--- config.mk ---
export PLATFORM = sky130hd
export DESIGN_NAME = rr_grant_arbiter
export DESIGN_NICKNAME = d
export VERILOG_FILES = /design/src/rtl/rr_grant_arbiter_pkg.sv /design/src/rtl/rr_grant_arbiter_rr_pick.sv /design/src/rtl/rr_grant_arbiter.sv
export SDC_FILE = /design/constraint.sdc
export NUM_CORES = 1
export LEC_CHECK = 0
export CAP_MARGIN = 5
export CORE_MARGIN = 10
export CORE_UTILIZATION = 52
export DETAILED_ROUTE_END_ITERATION = 16
export PLACE_DENSITY_LB_ADDON = 0.15
export SLEW_MARGIN = 20
export SYNTH_ARGS = -nofsm -noshare
export SYNTH_HDL_FRONTEND = slang
export SYNTH_SLANG_ARGS = --single-unit
--- constraint.sdc ---
create_clock -name i_clk -period 2.1 [get_ports i_clk]
set_input_delay 0.42 -clock i_clk [delete_from_list [all_inputs] [get_ports i_clk]]
set_output_delay 0.42 -clock i_clk [all_outputs]
set_load 0.01 [all_outputs]
--- src/rtl/rr_grant_arbiter_pkg.sv ---
// Shared definitions for the round-robin grant arbiter: one-hot FSM encodings
// and default sizing constants.
package rr_grant_arbiter_pkg;

    typedef enum logic [2:0] {
        ST_IDLE    = 3'b001,
        ST_GRANT   = 3'b010,
        ST_RELEASE = 3'b100
    } state_e;

    localparam int DEF_NUM_REQ  = 4;
    localparam int DEF_ID_W     = 2;
    localparam int DEF_MAX_HOLD = 16;
    localparam int DEF_CNT_W    = 5;

endpackage

--- src/rtl/rr_grant_arbiter_rr_pick.sv ---
// Rotating-priority picker: first set request at or above ptr, wrapping.
// Latency: combinational. Backpressure: none, pure function of its inputs.
module rr_pick
    import rr_grant_arbiter_pkg::*;
#(
    parameter int NUM_REQ = DEF_NUM_REQ,
    parameter int ID_W    = DEF_ID_W
) (
    input  logic [NUM_REQ-1:0] req,
    input  logic [ID_W-1:0]    ptr,
    output logic [ID_W-1:0]    win_id,
    output logic               win_vld
);

    always_comb begin
        int idx;
        idx     = 0;
        win_id  = '0;
        win_vld = 1'b0;
        for (int i = 0; i < NUM_REQ; i++) begin
            // ptr is always < NUM_REQ, so one subtraction is enough to wrap
            idx = int'(ptr) + i;
            if (idx >= NUM_REQ) begin
                idx = idx - NUM_REQ;
            end
            if (!win_vld && req[idx]) begin
                win_vld = 1'b1;
                win_id  = ID_W'(idx);
            end
        end
    end

endmodule

--- src/rtl/rr_grant_arbiter.sv ---
// Round-robin arbiter with registered one-hot grant, optional hold limit and 2-cycle turnaround.
// Latency: request to grant 1 cycle. Backpressure: owner keeps the grant while its request stays high.
module rr_grant_arbiter
    import rr_grant_arbiter_pkg::*;
#(
    parameter int NUM_REQ  = DEF_NUM_REQ,
    parameter int ID_W     = DEF_ID_W,
    parameter int MAX_HOLD = DEF_MAX_HOLD,
    parameter int CNT_W    = DEF_CNT_W
) (
    input  logic               i_clk,
    input  logic               i_rstn,
    input  logic               i_en,
    input  logic [NUM_REQ-1:0] i_req,
    output logic [NUM_REQ-1:0] o_gnt,
    output logic [ID_W-1:0]    o_gnt_id,
    output logic               o_busy,
    output logic               o_timeout
);

    localparam logic [CNT_W-1:0] HOLD_LAST = CNT_W'((MAX_HOLD > 0) ? MAX_HOLD - 1 : 0);
    localparam logic [CNT_W-1:0] HOLD_MAX  = CNT_W'(MAX_HOLD);

    state_e             state_q, state_d;
    logic [ID_W-1:0]    rr_ptr_q, rr_ptr_d;
    logic [CNT_W-1:0]   hold_cnt_q, hold_cnt_d;
    logic [NUM_REQ-1:0] gnt_q, gnt_d;
    logic [ID_W-1:0]    gnt_id_q, gnt_id_d;
    logic               busy_q, busy_d;
    logic               timeout_q, timeout_d;

    logic [ID_W-1:0]    pick_id;
    logic               pick_vld;
    logic               owner_req;
    logic               others_pend;
    logic               hold_hit;
    logic [ID_W-1:0]    ptr_next;

    rr_pick #(
        .NUM_REQ (NUM_REQ),
        .ID_W    (ID_W)
    ) u_pick (
        .req     (i_req),
        .ptr     (rr_ptr_q),
        .win_id  (pick_id),
        .win_vld (pick_vld)
    );

    assign owner_req   = i_req[gnt_id_q];
    assign others_pend = |(i_req & ~gnt_q);
    assign hold_hit    = (MAX_HOLD != 0) && (hold_cnt_q == HOLD_LAST);
    assign ptr_next    = (gnt_id_q == ID_W'(NUM_REQ - 1)) ? '0 : gnt_id_q + ID_W'(1);

    always_comb begin
        state_d    = state_q;
        rr_ptr_d   = rr_ptr_q;
        hold_cnt_d = hold_cnt_q;
        gnt_d      = gnt_q;
        gnt_id_d   = gnt_id_q;
        busy_d     = busy_q;
        timeout_d  = 1'b0;
        case (state_q)
            ST_IDLE: begin
                gnt_d      = '0;
                gnt_id_d   = '0;
                busy_d     = 1'b0;
                hold_cnt_d = '0;
                if (i_en && pick_vld) begin
                    state_d  = ST_GRANT;
                    gnt_d    = NUM_REQ'(1) << pick_id;
                    gnt_id_d = pick_id;
                    busy_d   = 1'b1;
                end
            end
            ST_GRANT: begin
                if (!i_en || !owner_req || (hold_hit && others_pend)) begin
                    state_d    = ST_RELEASE;
                    gnt_d      = '0;
                    gnt_id_d   = '0;
                    busy_d     = 1'b0;
                    hold_cnt_d = '0;
                    rr_ptr_d   = ptr_next;
                    // enable and owner request still high means the hold limit revoked it
                    timeout_d  = i_en && owner_req;
                end else if (hold_hit) begin
                    hold_cnt_d = '0;
                end else if (hold_cnt_q != HOLD_MAX) begin
                    hold_cnt_d = hold_cnt_q + CNT_W'(1);
                end
            end
            ST_RELEASE: begin
                state_d  = ST_IDLE;
                gnt_d    = '0;
                gnt_id_d = '0;
                busy_d   = 1'b0;
            end
            default: begin
                state_d    = ST_IDLE;
                rr_ptr_d   = '0;
                hold_cnt_d = '0;
                gnt_d      = '0;
                gnt_id_d   = '0;
                busy_d     = 1'b0;
            end
        endcase
    end

    always_ff @(posedge i_clk or negedge i_rstn) begin
        if (!i_rstn) begin
            state_q    <= ST_IDLE;
            rr_ptr_q   <= '0;
            hold_cnt_q <= '0;
            gnt_q      <= '0;
            gnt_id_q   <= '0;
            busy_q     <= 1'b0;
            timeout_q  <= 1'b0;
        end else begin
            state_q    <= state_d;
            rr_ptr_q   <= rr_ptr_d;
            hold_cnt_q <= hold_cnt_d;
            gnt_q      <= gnt_d;
            gnt_id_q   <= gnt_id_d;
            busy_q     <= busy_d;
            timeout_q  <= timeout_d;
        end
    end

    assign o_gnt     = gnt_q;
    assign o_gnt_id  = gnt_id_q;
    assign o_busy    = busy_q;
    assign o_timeout = timeout_q;

endmodule
==> out/results.tsv, run 1 <==
stage	metric	value	unit
outcome	outcome	finished, final reports clean	
setup_path	Arrival @ worst endpoint	2.05	ns
synth	Mapped Cells	93	
placement	port bufs	14	
clock_tree	clock-pin slew on the worst setup and hold paths	0.09	ns
clock_tree	H-tree levels	1	
grt	vias in the first global route	832	
routing	DRC errors left	0	
clock_tree	number of buffers inserted by hold repair at cts	0	
placement	dpl cells	141	
power_and_ir_drop	Leak Pwr	0.547	nW
placement	HPWL after DPL	1730	um
timing	clock skew	0.00177	ns
setup_path	CP max FO	10	
routing	Routed WL per cell	15.2	um
power_and_ir_drop	Worst VDD drop	0.510	mV
grt	first-pass GRT wire length	3810	um
setup_path	Crit Path Category	input port to flip-flop	
floorplanning	# IOs	15	
power_and_ir_drop	share of power burned in registers	0.470	
synth	Post-Syn Area	992	um2
power_and_ir_drop	switching power of the nets	0.321	mW
synth	Async SR Flop Fraction	1.00	
power_and_ir_drop	pwr dens	812	nW/um2
timing	Max Freq	0.536	GHz
hold_path	type of the most critical hold path	input port to asynchronous set/reset pin	
routing	First-pass DRT Iterations	4	
power_and_ir_drop	Clk pwr share	0.201	
timing	fin. max-slew vios	0	
timing	post-layout minimum cycle time	1.87	ns
finish	Final Instance Count excl. Fillers	145	
grt	initial antenna violation count	0	
power_and_ir_drop	Sw Ratio	0.313	
floorplanning	total core area	1760	um2
setup_path	worst r2r src	o_gnt_id[0]$_DFFE_PN0P_	
placement	gpl congestion	0.817	
timing	Least-Margin Pin Slew	0.490	ns
routing	Vias/cell	5.69	
setup_path	RR Endpoint	o_gnt_id[0]$_DFFE_PN0P_	
clock_tree	CTS tree	done	
routing	vias	825	
routing	Final ANT Viol Nets	0	
clock_tree	Max Root-Sink Buffers	2	
placement	dpl ws	-0.0374	ns
timing	Final Hold Fails	0	
floorplanning	die area	4060	um2
finish	# fillers	142	
clock_tree	CTS root buffer	clkbuf_4	
timing	Setup Viol. Count Final	0	
synth	Seq cells post-synth	18	
grt	total global-route track usage	0.113	
synth	Yosys cell types	35	
power_and_ir_drop	P_int	0.702	mW
synth	Synth warnings	0	
synth	Mapped Avg Cell Area	10.7	um2
run	max_cap viols	0	
synth	Post-synth EDFFs	0	
timing	Final WS setup	0.234	ns
grt	total global routing overflow	0	
finish	Final Net Count	131	
synth	synthesized net count	103	
floorplanning	Die Span X	63.7	um
finish	layout cells sized above 1	0.175	
finish	n_diodes	0	
floorplanning	row count	15	
finish	synth-to-layout area growth	27.0	%
floorplanning	starting density of the core	0.562	
setup_path	kind of end point of the critical path	flip-flop	
grt	largest net degree at the start of global routing	19	
routing	final wirelength	2210	um
clock_tree	CTS Buf Count	3	
synth	post-synthesis sequential area ratio	0.455	
timing	RSZ-0062 raised after global routing	no	
clock_tree	clock sinks	18	
setup_path	Worst Path Required	2.28	ns
synth	Top FF cell, synth	dfrtp_1	
setup_path	startpoint types	input port	
clock_tree	Clk Latency, worst-skew pair	0.29	ns
timing	Worst slew margin	0.673	
setup_path	CP startpoint	i_req[1]	
setup_path	R2R Setup Slk	0.34	ns
setup_path	Worst Reg-to-Reg Cells	4	
floorplanning	Die Ht	63.7	um
clock_tree	Post-CTS Setup Bufs	0	
timing	Final period util	0.889	
clock_tree	Resized Gates After CTS	0	
power_and_ir_drop	combinational fraction of design power	0.329	
routing	DR iter-0 viols	26	
-- cell usage in the layout, fill, tap and decap left out, types with 2 or more instances in the layout --
cell type,instances
o21ai_0,4
ha_1,3
a31oi_1,2
nor3b_1,4
clkdlybuf4s50_1,14
dfrtp_1,17
inv_1,2
nand3_1,6
a22o_1,5
buf_4,11
nor2b_1,7
nand2_1,6
a21boi_0,3
mux2i_1,2
clkbuf_4,3
o2bb2ai_1,3
or3b_2,2
nor2_1,6
-- state kept, by name, indices dropped and copies added, names as in the netlist --
signal,flops
o_gnt_id,2
o_busy,1
o_gnt,4
hold_cnt_q,5
state_q,3
o_timeout,1
rr_ptr_q,2
-- power by group through the flow --
stage	Clock, mW	Sequential, mW	Combinational (mW)
3_5_place_dp	0	0.486	0.336
3_3_place_gp	0	0.482	0.327
4_1_cts	0.213	0.479	0.340
5_1_grt	0.220	0.492	0.374
6_report	0.205	0.481	0.337
2_1_floorplan	0	0.483	0.188
-- per-stage QoR --
stage	area [um2]	hold WS [ns]	setup TNS (ns)	total power, mW	utilization
finish	1260	0.452	0	1.02	0.714
global route	1260	0.470	0	1.09	0.714
CTS	1260	0.456	0	1.03	0.714
detailed placement	1220	0.470	-0.143	0.822	0.694
global placement	1220	0.465	-0.0136	0.809	0.694
floorplan	992	0.124	0	0.671	-
-- kinds of logic after synthesis --
| logic type | count (synthesis) | synth area share |
|---|---|---|
| AND/OR/NAND/NOR | 39 | 0.224 |
| AO/OA/AOI/OAI | 26 | 0.209 |
| flip-flops | 18 | 0.455 |
| buffers and inverters | 4 | 0.0303 |
| multiplexers | 3 | 0.0429 |
| adder cells (fa/ha/maj) | 3 | 0.0378 |
-- critical path: stages --
cell and delay, ns:
clkdlybuf4s50_1 0.48, mux4_2 0.49, and3_1 0.23, and2_4 0.19, a22o_1 0.23
-- synth_stat cells, types with 2 or more instances --
library cell,count,area share
nand2_1,6,0.023
mux2i_1,2,0.020
nor2_1,6,0.023
nor3b_1,4,0.030
nand3_1,6,0.030
o2bb2ai_1,3,0.026
dfrtp_1,17,0.43
o21ai_0,4,0.020
a21boi_0,3,0.023
or3b_2,2,0.018
a22o_1,5,0.044
inv_1,2,0.0076
nor2b_1,7,0.044
a31oi_1,2,0.013
ha_1,3,0.038
buf_6,2,0.023
-- layout make-up --
| type | count | area [um2] | area share |
|---|---|---|---|
| repair buffers | 25 | 223 | 0.177 |
| flip-flops and latches | 18 | 452 | 0.358 |
| clock buffers | 4 | 36.3 | 0.0288 |
| well taps | 25 | 31.3 | 0.0248 |
| inverters | 2 | 7.51 | 0.00596 |
| multi-input cells | 71 | 510 | 0.405 |
-- metal layers --
layer | wire length, um | track usage
met5 | 0 | 0
met1 | 1010 | 0.135
met3 | 145 | 0.0459
met4 | 13 | 0.0164
met2 | 1050 | 0.188
-- worst max path at each step --
stage | end | slack, ns | cells after the start
after floorplan | state_q[1]$_DFFE_PN0P_ | 0.25 | 6
after global placement | o_gnt_id[0]$_DFFE_PN0P_ | -0.01 | 5
after detailed placement | o_gnt_id[0]$_DFFE_PN0P_ | -0.04 | 5
after CTS | o_gnt_id[0]$_DFFE_PN0P_ | 0.27 | 5
after global routing | o_gnt[1]$_DFFE_PN0P_ | 0.20 | 5
final | o_gnt_id[0]$_DFFE_PN0P_ | 0.23 | 5
No activity file was read; power rests on OpenSTA's default activity.
==> run 2, diff against run 1 <==
CORE_UTILIZATION = 55   (was 52)
CTS_BUF_LIST = sky130_fd_sc_hd__clkbuf_8   (was unset)
PLACE_DENSITY = 0.84   (was unset)
PLACE_DENSITY_LB_ADDON = unset   (was 0.15)
==> run 2 against run 1 <==
  * Register-to-register slack worse by 0.03 ns
  * Setup slack got worse by 0.019 ns
  * Total power grew 4.3%
  * Utilization is 1.6 points higher
  * Cell count decreased by 0.69%
  * Critical path type unchanged
  * Die area decreased by 3.7%
  * Critical endpoint is now state_q[1]$_DFFE_PN0P_
  * Via count is 6.3% higher
  * Highest routed layer unchanged
  * Clock power up 19%
==> out/results.tsv, run 2 (same netlist as run 1, synthesis figures left out) <==
stage	metric	value	unit	change
floorplanning	starting density of the core	0.575		was 0.562
finish	most frequent cells in the layout	dfrtp_1, clkdlybuf4s50_1, buf_4		unchanged
grt	largest net degree at the start of global routing	12		was 19
routing	DRC errors left	0		unchanged
timing	fin. max-slew vios	0		unchanged
power_and_ir_drop	Leak Pwr	0.547	nW	about the same
timing	Max Freq	0.531	GHz	was 0.536 GHz
clock_tree	clock-pin slew on the worst setup and hold paths	0.07	ns	was 0.09 ns
setup_path	CP startpoint	i_req[1]		unchanged
clock_tree	CTS root buffer	clkbuf_8		was clkbuf_4
placement	gpl congestion	0.821		was 0.817
floorplanning	# IOs	15		unchanged
finish	# fillers	129		was 142
clock_tree	Max Root-Sink Buffers	2		unchanged
timing	Worst slew margin	0.625		was 0.673
floorplanning	Die Ht	62.5	um	was 63.7 um
timing	RSZ-0062 raised after global routing	no		unchanged
hold_path	type of the most critical hold path	input port to asynchronous set/reset pin		unchanged
floorplanning	die area	3900	um2	was 4060 um2
grt	total global-route track usage	0.123		was 0.113
finish	most flop-heavy register	hold_cnt_q		unchanged
clock_tree	number of buffers inserted by hold repair at cts	0		unchanged
finish	Final Net Count	130		was 131
floorplanning	Die Span X	62.5	um	was 63.7 um
timing	clock skew	0.00794	ns	was 0.00177 ns
clock_tree	CTS tree	done		unchanged
setup_path	Worst Reg-to-Reg Cells	4		unchanged
routing	Vias/cell	6.09		was 5.69
setup_path	R2R Setup Slk	0.31	ns	was 0.34 ns
routing	vias	877		was 825
floorplanning	row count	15		unchanged
finish	Final Util	0.730		was 0.714
clock_tree	H-tree levels	1		unchanged
power_and_ir_drop	pwr dens	846	nW/um2	was 812 nW/um2
grt	initial antenna violation count	0		unchanged
clock_tree	Post-CTS Setup Bufs	0		unchanged
clock_tree	CTS Buf Count	3		unchanged
routing	Final ANT Viol Nets	0		unchanged
finish	commonest non-fill, non-tap cell in the layout	dfrtp_1		unchanged
timing	post-layout minimum cycle time	1.88	ns	was 1.87 ns
finish	Largest register FFs	5		unchanged
timing	Setup Viol. Count Final	0		unchanged
setup_path	Arrival @ worst endpoint	2.03	ns	was 2.05 ns
run	max_cap viols	0		unchanged
routing	DR iter-0 viols	34		was 26
setup_path	worst r2r src	o_gnt_id[0]$_DFFE_PN0P_		unchanged
finish	layout cells sized above 1	0.160		was 0.175
power_and_ir_drop	Worst VDD drop	0.606	mV	was 0.510 mV
setup_path	kind of end point of the critical path	flip-flop		unchanged
grt	total global routing overflow	0		unchanged
grt	first-pass GRT wire length	3990	um	was 3810 um
grt	vias in the first global route	895		was 832
outcome	outcome	finished, final reports clean		unchanged
clock_tree	clock sinks	18		unchanged
setup_path	CP max FO	10		unchanged
placement	port bufs	14		unchanged
clock_tree	Resized Gates After CTS	0		unchanged
routing	final wirelength	2500	um	was 2210 um
floorplanning	total core area	1730	um2	was 1760 um2
setup_path	Crit Path Category	input port to flip-flop		unchanged
placement	HPWL after DPL	1940	um	was 1730 um
timing	Least-Margin Pin Slew	0.561	ns	was 0.490 ns
timing	Setup TNS Final	0	ns	unchanged
setup_path	Worst Path Required	2.24	ns	was 2.28 ns
finish	synth-to-layout area growth	27.1	%	was 27.0%
routing	Routed WL per cell	17.3	um	was 15.2 um
timing	Final Hold Fails	0		unchanged
timing	Final period util	0.898		was 0.889
setup_path	startpoint types	input port		unchanged
routing	First-pass DRT Iterations	5		was 4
clock_tree	Clk Latency, worst-skew pair	0.25	ns	was 0.29 ns
finish	n_diodes	0		unchanged
[run 2: cell type report]
class / count / area [um2] / share of cell area
Clock buffer: 3 / 41.3 / 0.0327
Sequential cell: 18 / 452 / 0.358
Multi-Input combinational cell: 71 / 510 / 0.405
Timing Repair Buffer: 24 / 215 / 0.171
Inverter: 2 / 7.51 / 0.00595
Clock inverter: 1 / 3.75 / 0.00298
Tap cell: 25 / 31.3 / 0.0248
[run 2: final timing paths]
kind,to
worst min register to register,o_busy$_DFFE_PN0P_
max in group asynchronous,rr_ptr_q[0]$_DFFE_PN0P_
worst max-delay path,state_q[1]$_DFFE_PN0P_
min in group i_clk,o_busy$_DFFE_PN0P_
worst min-delay path,state_q[1]$_DFFE_PN0P_
worst max register to register,state_q[1]$_DFFE_PN0P_
[run 2: critical path, cell delays in order]
cell and delay (ns):
clkdlybuf4s50_1 0.45, mux4_2 0.47, and3_1 0.25, and2_4 0.20
or2_1 0.23
[run 2: metrics by stage]
step	worst slack [ns]	cells	hold WS, ns	total power, mW	area [um2]
2_1_floorplan	0.255	93	0.124	0.671	992
3_3_place_gp	0.0127	140	0.468	0.803	1220
3_5_place_dp	-0.0381	140	0.490	0.822	1220
4_1_cts	0.233	144	0.450	1.06	1260
5_1_grt	0.190	144	0.461	1.11	1260
6_report	0.215	144	0.440	1.07	1260
[run 2: layer usage]
metal | routed length (um) | vias to the layer above | global-route usage
li1 | - | 406 | -
met2 | 1260 | 41 | 0.226
met1 | 987 | 424 | 0.124
met3 | 213 | 6 | 0.0430
met4 | 37 | 0 | 0.0447
met5 | 0 | - | 0
[run 2: report_power, final]
part	internal (mW)	leakage [nW]	switching (mW)
Combinational	0.176	0.276	0.162
Clock	0.130	0.0269	0.113
Sequential	0.416	0.244	0.0695
Total	0.722	0.547	0.344
==> run 3, diff against run 2 <==
CELL_PAD_IN_SITES_DETAIL_PLACEMENT = 1   (was unset)
CELL_PAD_IN_SITES_GLOBAL_PLACEMENT = 1   (was unset)
CORE_ASPECT_RATIO = 0.6   (was unset)
CORE_UTILIZATION = 43   (was 55)
TNS_END_PERCENT = 20   (was unset)
==> run 3 against run 2 <==
  * Clock power up 21%
  * Combinational power up 8.9%
  * Flip-flop and latch count unchanged
  * Global-route usage up 3.0 points
  * Clock skew down 0.0037 ns
  * Critical path depth up 1
  * Final area up 2.5%
==> out/results.tsv, run 3 (same netlist as run 1, synthesis figures left out) <==
stage	metric	value	unit	change
placement	gpl congestion	0.893		was 0.821
grt	total global routing overflow	0		unchanged
finish	most flop-heavy register	hold_cnt_q		unchanged
clock_tree	Clk Latency, worst-skew pair	0.26	ns	was 0.25 ns
finish	Largest register FFs	5		unchanged
finish	Final Util	0.593		was 0.730
setup_path	Arrival @ worst endpoint	2.14	ns	was 2.03 ns
routing	Routed WL per cell	21.6	um	was 17.3 um
grt	vias in the first global route	1072		was 895
grt	initial antenna violation count	0		unchanged
setup_path	kind of end point of the critical path	flip-flop		unchanged
routing	Vias/cell	6.00		was 6.09
grt	first-pass GRT wire length	5530	um	was 3990 um
routing	First-pass DRT Iterations	4		was 5
timing	Worst slew margin	0.769		was 0.625
timing	post-layout minimum cycle time	2.01	ns	was 1.88 ns
clock_tree	clock-pin slew on the worst setup and hold paths	0.08	ns	was 0.07 ns
finish	Multi-input gate area	510	um2	unchanged
placement	dpl cells	147		was 140
setup_path	Crit Path Category	input port to flip-flop		unchanged
floorplanning	die area	4690	um2	was 3900 um2
placement	port bufs	14		unchanged
setup_path	Worst Path Required	2.23	ns	was 2.24 ns
placement	HPWL after DPL	2450	um	was 1940 um
clock_tree	clock sinks	18		unchanged
floorplanning	Die Ht	57.2	um	was 62.5 um
finish	layout cells sized above 1	0.182		was 0.160
timing	Final period util	0.958		was 0.898
routing	DRC errors left	0		unchanged
power_and_ir_drop	Worst VDD drop	0.502	mV	was 0.606 mV
finish	most frequent cells in the layout	dfrtp_1, clkdlybuf4s50_1, buf_4		unchanged
floorplanning	row count	13		was 15
floorplanning	Die Span X	82.0	um	was 62.5 um
timing	RSZ-0062 raised after global routing	no		unchanged
clock_tree	CTS root buffer	clkbuf_8		unchanged
clock_tree	number of buffers inserted by hold repair at cts	0		unchanged
timing	Setup Viol. Count Final	0		unchanged
hold_path	type of the most critical hold path	input port to asynchronous set/reset pin		unchanged
finish	n_diodes	0		unchanged
floorplanning	total core area	2180	um2	was 1730 um2
timing	Max Freq	0.497	GHz	was 0.531 GHz
routing	final wirelength	3270	um	was 2500 um
routing	Final ANT Viol Nets	0		unchanged
outcome	outcome	finished, final reports clean		unchanged
grt	total global-route track usage	0.153		was 0.123
timing	Least-Margin Pin Slew	0.342	ns	was 0.561 ns
finish	Final Net Count	132		was 130
timing	clock skew	0.00428	ns	was 0.00794 ns
clock_tree	CTS tree	done		unchanged
grt	largest net degree at the start of global routing	19		was 12
floorplanning	starting density of the core	0.455		was 0.575
timing	fin. max-slew vios	0		unchanged
clock_tree	Resized Gates After CTS	0		unchanged
clock_tree	H-tree levels	1		unchanged
finish	FF+latch area	452	um2	unchanged
finish	commonest non-fill, non-tap cell in the layout	dfrtp_1		unchanged
finish	Final Instance Count excl. Fillers	151		was 144
run	max_cap viols	0		unchanged
setup_path	startpoint types	input port		unchanged
clock_tree	Post-CTS Setup Bufs	0		unchanged
setup_path	CP max FO	5		was 10
power_and_ir_drop	Leak Pwr	0.560	nW	was 0.547 nW
finish	# fillers	260		was 129
clock_tree	CTS Buf Count	3		unchanged
floorplanning	# IOs	15		unchanged
routing	DR iter-0 viols	57		was 34
power_and_ir_drop	pwr dens	896	nW/um2	was 846 nW/um2
routing	vias	906		was 877
clock_tree	Max Root-Sink Buffers	2		unchanged
finish	synth-to-layout area growth	30.3	%	was 27.1%
timing	Final Hold Fails	0		unchanged
-- run 3: changes by cell type in the layout (fill, tap and decap cells not counted), sizes merged --
cell	delta
clkbuf	+1
buf	+2
inv	-1
-- run 3: metal layers --
layer  up-vias  share of wire  track usage
met5         -              0            0
met4         0          0.045       0.0725
met3        17          0.056       0.0531
met2        33           0.43        0.222
met1       448           0.47        0.198
li1        408              -            -
-- run 3: worst paths after layout --
kind / slack, ns / start / end / cells after the start
worst min register to register: 0.50 / o_busy$_DFFE_PN0P_ / o_busy$_DFFE_PN0P_ / 1
worst min-delay path: 0.48 / i_rstn / o_gnt_id[1]$_DFFE_PN0P_ / 2
min in group i_clk: 0.50 / o_busy$_DFFE_PN0P_ / o_busy$_DFFE_PN0P_ / 1
worst max-delay path: 0.09 / i_req[1] / rr_ptr_q[1]$_DFFE_PN0P_ / 6
max in group asynchronous: 1.36 / i_rstn / state_q[0]$_DFFE_PN1P_ / 2
worst max register to register: 0.19 / o_gnt_id[0]$_DFFE_PN0P_ / rr_ptr_q[1]$_DFFE_PN0P_ / 5
-- run 3: power by group --
part	leakage (nW)	switching [mW]	total (mW)	internal (mW)
sequential	0.244	0.0794	0.495	0.416
combinational	0.287	0.180	0.368	0.188
clock	0.0288	0.128	0.295	0.167
-- run 3: cell type report --
type / instances / area share
multi-input combinational: 71 / 0.395
sequential: 18 / 0.349
timing repair buffer: 26 / 0.178
clock buffer: 4 / 0.0426
tap: 30 / 0.0290
inverter: 2 / 0.00581
-- run 3: stage by stage --
step / instance area, um2 / worst slack (ns) / total power, mW / TNS, ns / hold WS (ns)
after floorplan: 992 / 0.255 / 0.671 / 0 / 0.124
after global placement: 1240 / 0.0228 / 0.832 / 0 / 0.465
after detailed placement: 1240 / -0.0546 / 0.859 / -0.237 / 0.489
after CTS: 1290 / 0.103 / 1.16 / 0 / 0.491
after global routing: 1290 / 0.0116 / 1.22 / 0 / 0.507
final: 1290 / 0.0877 / 1.16 / 0 / 0.483
-- run 3: worst max-delay path: stages --
cell and delay [ns]:
clkdlybuf4s50_1 0.46, mux4_2 0.50, and3_1 0.25, buf_4 0.16, a31oi_1 0.21, o21ai_0 0.14
